<file path="config.mk">
export PLATFORM = sky130hd
export DESIGN_NAME = clk_div_multi
export DESIGN_NICKNAME = d
export VERILOG_FILES = /design/src/rtl/clk_div_pkg.sv /design/src/rtl/clk_div_chan.sv /design/src/rtl/clk_div_multi.sv
export SDC_FILE = /design/constraint.sdc
export NUM_CORES = 1
export LEC_CHECK = 0
export CORE_MARGIN = 10
export CORE_UTILIZATION = 60
export CTS_BUF_LIST = sky130_fd_sc_hd__clkbuf_4 sky130_fd_sc_hd__clkbuf_8
export DETAILED_ROUTE_END_ITERATION = 7
export PLACE_DENSITY = 0.81
export SLEW_MARGIN = 0
export SYNTH_ARGS = -nofsm -noshare
export SYNTH_HDL_FRONTEND = slang
export SYNTH_SLANG_ARGS = --single-unit
</file>
<file path="constraint.sdc">
create_clock -name clk -period 8.4 [get_ports clk]
set_input_delay 2.1 -clock clk [delete_from_list [all_inputs] [get_ports clk]]
set_output_delay 2.1 -clock clk [all_outputs]
set_load 0.02 [all_outputs]
</file>
<file path="src/rtl/clk_div_pkg.sv">
// Shared types and reset defaults for the multi-channel clock divider.
package clk_div_pkg;

  typedef enum logic [1:0] {
    ST_IDLE  = 2'd0,
    ST_RUN   = 2'd1,
    ST_DRAIN = 2'd2
  } chan_state_e;

  // Power-on divide ratio and high-phase length (divide-by-2, 50% duty).
  localparam int unsigned DEF_D = 2;
  localparam int unsigned DEF_H = 1;

endpackage

</file>
<file path="src/rtl/clk_div_chan.sv">
// One divider channel: programmable ratio and high time, glitch-free registered output,
// shadowed reprogramming that only takes effect on a period boundary.
module clk_div_chan
  import clk_div_pkg::*;
#(
  parameter int unsigned W = 8
) (
  input  logic         clk,
  input  logic         reset,
  input  logic         en,
  input  logic         load,
  input  logic [W-1:0] div_in,
  input  logic [W-1:0] hi_in,
  output logic         q,
  output logic         tick,
  output logic         busy,
  output logic         pend
);

  chan_state_e  state_q, state_d;
  logic [W-1:0] cnt_q, cnt_d;
  logic [W-1:0] d_q, d_d;
  logic [W-1:0] h_q, h_d;
  logic [W-1:0] sd_q, sd_d;
  logic [W-1:0] sh_q, sh_d;
  logic         q_q, q_d;
  logic         tick_q, tick_d;
  logic         busy_q, busy_d;
  logic         pend_q, pend_d;

  logic [W-1:0] ld_d;
  logic [W-1:0] ld_h;
  logic         wrap;

  // Ratios below 2 cannot toggle, so they collapse to divide-by-2.
  function automatic logic [W-1:0] eff_div(input logic [W-1:0] div);
    return (div < W'(2)) ? W'(2) : div;
  endfunction

  // High time of 0 means half the period; otherwise clamp so the low phase is never empty.
  function automatic logic [W-1:0] eff_hi(input logic [W-1:0] hi, input logic [W-1:0] d);
    logic [W-1:0] dm1;
    dm1 = d - W'(1);
    if (hi == '0) begin
      return d >> 1;
    end else if (hi > dm1) begin
      return dm1;
    end else begin
      return hi;
    end
  endfunction

  // Next-state, counter, settings and output computation.
  always_comb begin
    state_d = state_q;
    cnt_d   = cnt_q;
    d_d     = d_q;
    h_d     = h_q;
    sd_d    = sd_q;
    sh_d    = sh_q;
    q_d     = q_q;
    tick_d  = 1'b0;
    pend_d  = pend_q;

    ld_d = eff_div(div_in);
    ld_h = eff_hi(hi_in, ld_d);
    wrap = (cnt_q == (d_q - W'(1)));

    case (state_q)
      ST_IDLE: begin
        cnt_d  = '0;
        q_d    = 1'b0;
        pend_d = 1'b0;
        if (load) begin
          d_d = ld_d;
          h_d = ld_h;
        end
        if (en) begin
          state_d = ST_RUN;
          q_d     = 1'b1;
          tick_d  = 1'b1;
        end
      end
      ST_RUN, ST_DRAIN: begin
        if (wrap) begin
          cnt_d = '0;
          if (pend_q) begin
            d_d    = sd_q;
            h_d    = sh_q;
            pend_d = 1'b0;
          end
          if (!en) begin
            // Period finished with no run request: park, and a coincident load needs no shadow.
            state_d = ST_IDLE;
            q_d     = 1'b0;
            if (load) begin
              d_d = ld_d;
              h_d = ld_h;
            end
          end else begin
            state_d = ST_RUN;
            q_d     = 1'b1;
            tick_d  = 1'b1;
            if (load) begin
              sd_d   = ld_d;
              sh_d   = ld_h;
              pend_d = 1'b1;
            end
          end
        end else begin
          cnt_d   = cnt_q + W'(1);
          q_d     = (cnt_d < h_q);
          state_d = en ? ST_RUN : ST_DRAIN;
          if (load) begin
            sd_d   = ld_d;
            sh_d   = ld_h;
            pend_d = 1'b1;
          end
        end
      end
      default: begin
        state_d = ST_IDLE;
        cnt_d   = '0;
        q_d     = 1'b0;
        pend_d  = 1'b0;
      end
    endcase

    busy_d = (state_d != ST_IDLE);
  end

  // Channel registers; reset restores divide-by-2 and drops any pending settings.
  always_ff @(posedge clk or posedge reset) begin
    if (reset) begin
      state_q <= ST_IDLE;
      cnt_q   <= '0;
      d_q     <= W'(DEF_D);
      h_q     <= W'(DEF_H);
      sd_q    <= W'(DEF_D);
      sh_q    <= W'(DEF_H);
      q_q     <= 1'b0;
      tick_q  <= 1'b0;
      busy_q  <= 1'b0;
      pend_q  <= 1'b0;
    end else begin
      state_q <= state_d;
      cnt_q   <= cnt_d;
      d_q     <= d_d;
      h_q     <= h_d;
      sd_q    <= sd_d;
      sh_q    <= sh_d;
      q_q     <= q_d;
      tick_q  <= tick_d;
      busy_q  <= busy_d;
      pend_q  <= pend_d;
    end
  end

  assign q    = q_q;
  assign tick = tick_q;
  assign busy = busy_q;
  assign pend = pend_q;

endmodule

</file>
<file path="src/rtl/clk_div_multi.sv">
// Bank of NCH independent programmable clock dividers sharing one input clock.
module clk_div_multi
  import clk_div_pkg::*;
#(
  parameter int unsigned W   = 8,
  parameter int unsigned NCH = 2
) (
  input  logic             clk,
  input  logic             reset,
  input  logic [NCH-1:0]   en,
  input  logic [NCH-1:0]   load,
  input  logic [NCH*W-1:0] div_in,
  input  logic [NCH*W-1:0] hi_in,
  output logic [NCH-1:0]   q,
  output logic [NCH-1:0]   tick,
  output logic [NCH-1:0]   busy,
  output logic [NCH-1:0]   pend
);

  // One channel per bit of the control vectors, each on its own W-bit slice.
  for (genvar i = 0; i < int'(NCH); i++) begin : g_chan
    clk_div_chan #(
      .W(W)
    ) u_chan (
      .clk    (clk),
      .reset  (reset),
      .en     (en[i]),
      .load   (load[i]),
      .div_in (div_in[i*W +: W]),
      .hi_in  (hi_in[i*W +: W]),
      .q      (q[i]),
      .tick   (tick[i]),
      .busy   (busy[i]),
      .pend   (pend[i])
    );
  end

endmodule

</file>
==> results.cfg <==
[sta]
slew_headroom = 0.267
grt_setup_unrepaired = false
finalHoldViolCount = 0
final.min_clock_period_ns = 6.13
maxClockFrequency_mhz = 163
report.final.slew_viol_count = 0
setup_viol = 0
period_share = 0.729
fin_tns_setup_ns = 0
tightestPinTransition_ns = 1.10
finClkSkew_ns = 0.0122
finalWorstSetupSlack_ns = 2.27

[clocking]
post-cts-setup-buffers = 0
cts.htree.levels = 3
clock_tree_from_tritoncts = built
post_cts_resized = 0
clkLatencyLatePin_ns = 0.36
path_clk_slew_ns = 0.08
cts_buffers = 9
clock-sinks = 92
cts_root_buffer = clkbuf_8
hold_buf_cts = 0
cts-root-to-sink-buffers = 2

[drt]
detail_route.vias_per_cell = 6.15
antenna_left = 0
vias = 4983
route.final.wire_length_um = 14700
drt_pass1_iterations = 5
drt_iter0_drc = 315
drc_errors = 0
route.detailed.wl_per_inst_um = 18.1

[grt]
global_route.overflow_total = 0
maximum_number_of_pins_on_one_net_before_global_route_repair = 84
grt_util_all_layers = 0.200
grt_pass1_wl_um = 24500
first_global_vias = 5139
grt_antenna_before_repair = 0

[finish]
final_nets = 747
layout.filler_cells = 807
antenna_cells = 0
share_of_final_layout_standard_cells_stronger_than_drive_strength_1 = 0.108
area_of_the_multi_input_gates_um2 = 3490
flow.area_growth_from_synthesis_pct = 10.4
final_design_area_excluding_fillers_um2 = 6830
final-seq-area_um2 = 2310

[synth]
synth.yosys.seq_area_share = 0.374
synth_ff_type = dfrtp_1
synth.yosys.warnings = 0
most_frequent_cell_after_synthesis = dfrtp_1
syn_area_per_cell_um2 = 9.50
post_synth_main_area_contributors = dfrtp_1, ha_1, mux2_2
postSynth.asyncResetShare = 1.00
synth_edf_count = 0
synth_top_cells_by_count = dfrtp_1, inv_1, nand2_1
synth.ff_latch_count = 92
post_synthesis_cell_type_count = 66
syn_area_um2 = 6190
synth.top_cell.area_share = 0.340
syn-instance-count = 651
synthesis.nets = 729
synth_area_leader_cell = dfrtp_1

[flow_run]
timing.max_cap.violations = 0

[floorplan]
floorplan.die_area_um2 = 14800
floorplan.die.width_um = 122
ioPinCount = 46
rows = 37
core_um2 = 10200
die_y_um = 122
initial_core_util = 0.607

[pwr]
total_switching_power_uw = 986
power.static_leakage_nw = 2.91
reg_power_frac = 0.349
power_density_nw_per_um2 = 344
vdd.ir_drop.worst_mv = 0.187
total_power_mw = 2.35
clockPowerShare = 0.131
p_int_mw = 1.37
netSwitchingFraction = 0.419
power_frac_comb = 0.520

[setup_path]
worst_path_dominant_cell_family = simple AND/OR/NAND/NOR gates
critPathKind = in -> reg
rrSetupSlack_ns = 5.03
cp-start-kind = primary input
crit_slowest_cell = nor4_1
cp_endpoint_kind = register
worst_path_largest_cell_delay_ns = 0.65
critPathBufInv = 3
worst-path-max-fanout = 21
crit_chain = clkdlybuf4s50_1, nor4_1, nand2_1, o21a_1, inv_1, ha_1, nand2_1, xor2_1, ha_1, a21oi_1, a21boi_0, o32ai_2, buf_4, nand2b_1, o221ai_1, mux2_4
arrival_ns = 6.41
worstPathRequired_ns = 8.68

[place]
io_buffers = 45
post-place-ws_ns = 1.95
post_dp_cell_area_um2 = 6620
post-dp-hpwl_um = 11200
routability_cong = 0.982

[status]
run_status = completed

[hold_path]
worstHoldPathType = reg -> reg
-- path summary, 6_finish.rpt --
| check | startpoint | to | depth (start not counted) |
|---|---|---|---|
| setup reg to reg | g_chan[0].u_chan.d_q[0] | g_chan[0].u_chan.h_q[5] | 9 |
| hold / removal | g_chan[0].u_chan.sh_q[2] | g_chan[0].u_chan.sh_q[2] | 1 |
| setup / recovery | div_in[4] | g_chan[0].u_chan.sh_q[0] | 16 |
| max in group asynchronous | reset | g_chan[0].u_chan.sh_q[2] | 3 |
| hold reg to reg | g_chan[0].u_chan.sh_q[2] | g_chan[0].u_chan.sh_q[2] | 1 |
| min in group asynchronous | reset | g_chan[0].u_chan.d_q[7] | 2 |
-- per-layer routing --
layer,global-route usage,part of all wire,vias up
li1,-,-,2404
met1,0.241,0.44,2452
met2,0.362,0.52,111
met3,0.0305,0.033,16
met4,0.0551,0.013,0
met5,0,0,-
-- layout make-up --
| cell class | count | area share |
|---|---|---|
| clock buffers | 11 | 0.0212 |
| clock inverters | 5 | 0.00898 |
| inverters | 45 | 0.0249 |
| multi-input cells | 472 | 0.511 |
| flip-flops and latches | 92 | 0.339 |
| well taps | 136 | 0.0249 |
| repair buffers | 49 | 0.0703 |
-- sequential cells by signal, indices dropped and copies added, names as in the netlist --
register               flops
g_chan.u_chan.state_q      4
g_chan.u_chan.cnt_q       16
g_chan.u_chan.d_q         16
g_chan.u_chan.h_q         16
g_chan.u_chan.busy         2
g_chan.u_chan.tick         2
g_chan.u_chan.q            2
g_chan.u_chan.sh_q        16
g_chan.u_chan.sd_q        16
g_chan.u_chan.pend         2
-- cell usage in the layout, fill, tap and decap left out, types with 13 or more instances in the layout --
cell,instances
xor2_1,16
a2bb2oi_1,14
mux2_2,25
mux2i_1,13
ha_1,40
xnor2_1,22
nor2_1,33
nand3_1,19
nand2_1,43
nor2b_1,17
inv_1,44
o21ai_0,21
a21oi_1,29
clkdlybuf4s50_1,45
o22ai_1,19
dfrtp_1,84
-- per-stage QoR --
step | hold WS, ns | util | std cells
final | 0.495 | 0.671 | 810
after global placement | 0.473 | 0.650 | 794
after detailed placement | 0.480 | 0.650 | 794
after CTS | 0.501 | 0.671 | 810
after global routing | 0.511 | 0.671 | 810
after floorplan | 0.455 | - | 651
-- power groups by stage --
stage / sequential, mW / combinational, mW / clock [mW]
6_report: 0.821 / 1.22 / 0.309
3_3_place_gp: 0.818 / 1.16 / 0
3_5_place_dp: 0.826 / 1.21 / 0
5_1_grt: 0.847 / 1.34 / 0.332
4_1_cts: 0.819 / 1.22 / 0.318
2_1_floorplan: 0.765 / 1.01 / 0
-- logic make-up (layout without fill, tap and decap cells) --
logic type	after synthesis	count (layout)	synth area share
xor+xnor	38	38	0.0538
compound gates	169	169	0.197
buf+inv	87	110	0.0631
mux	43	43	0.0787
simple gates	182	182	0.152
flops	92	92	0.374
fa+ha+maj	40	40	0.0809
No activity file was read; power rests on OpenSTA's default activity.
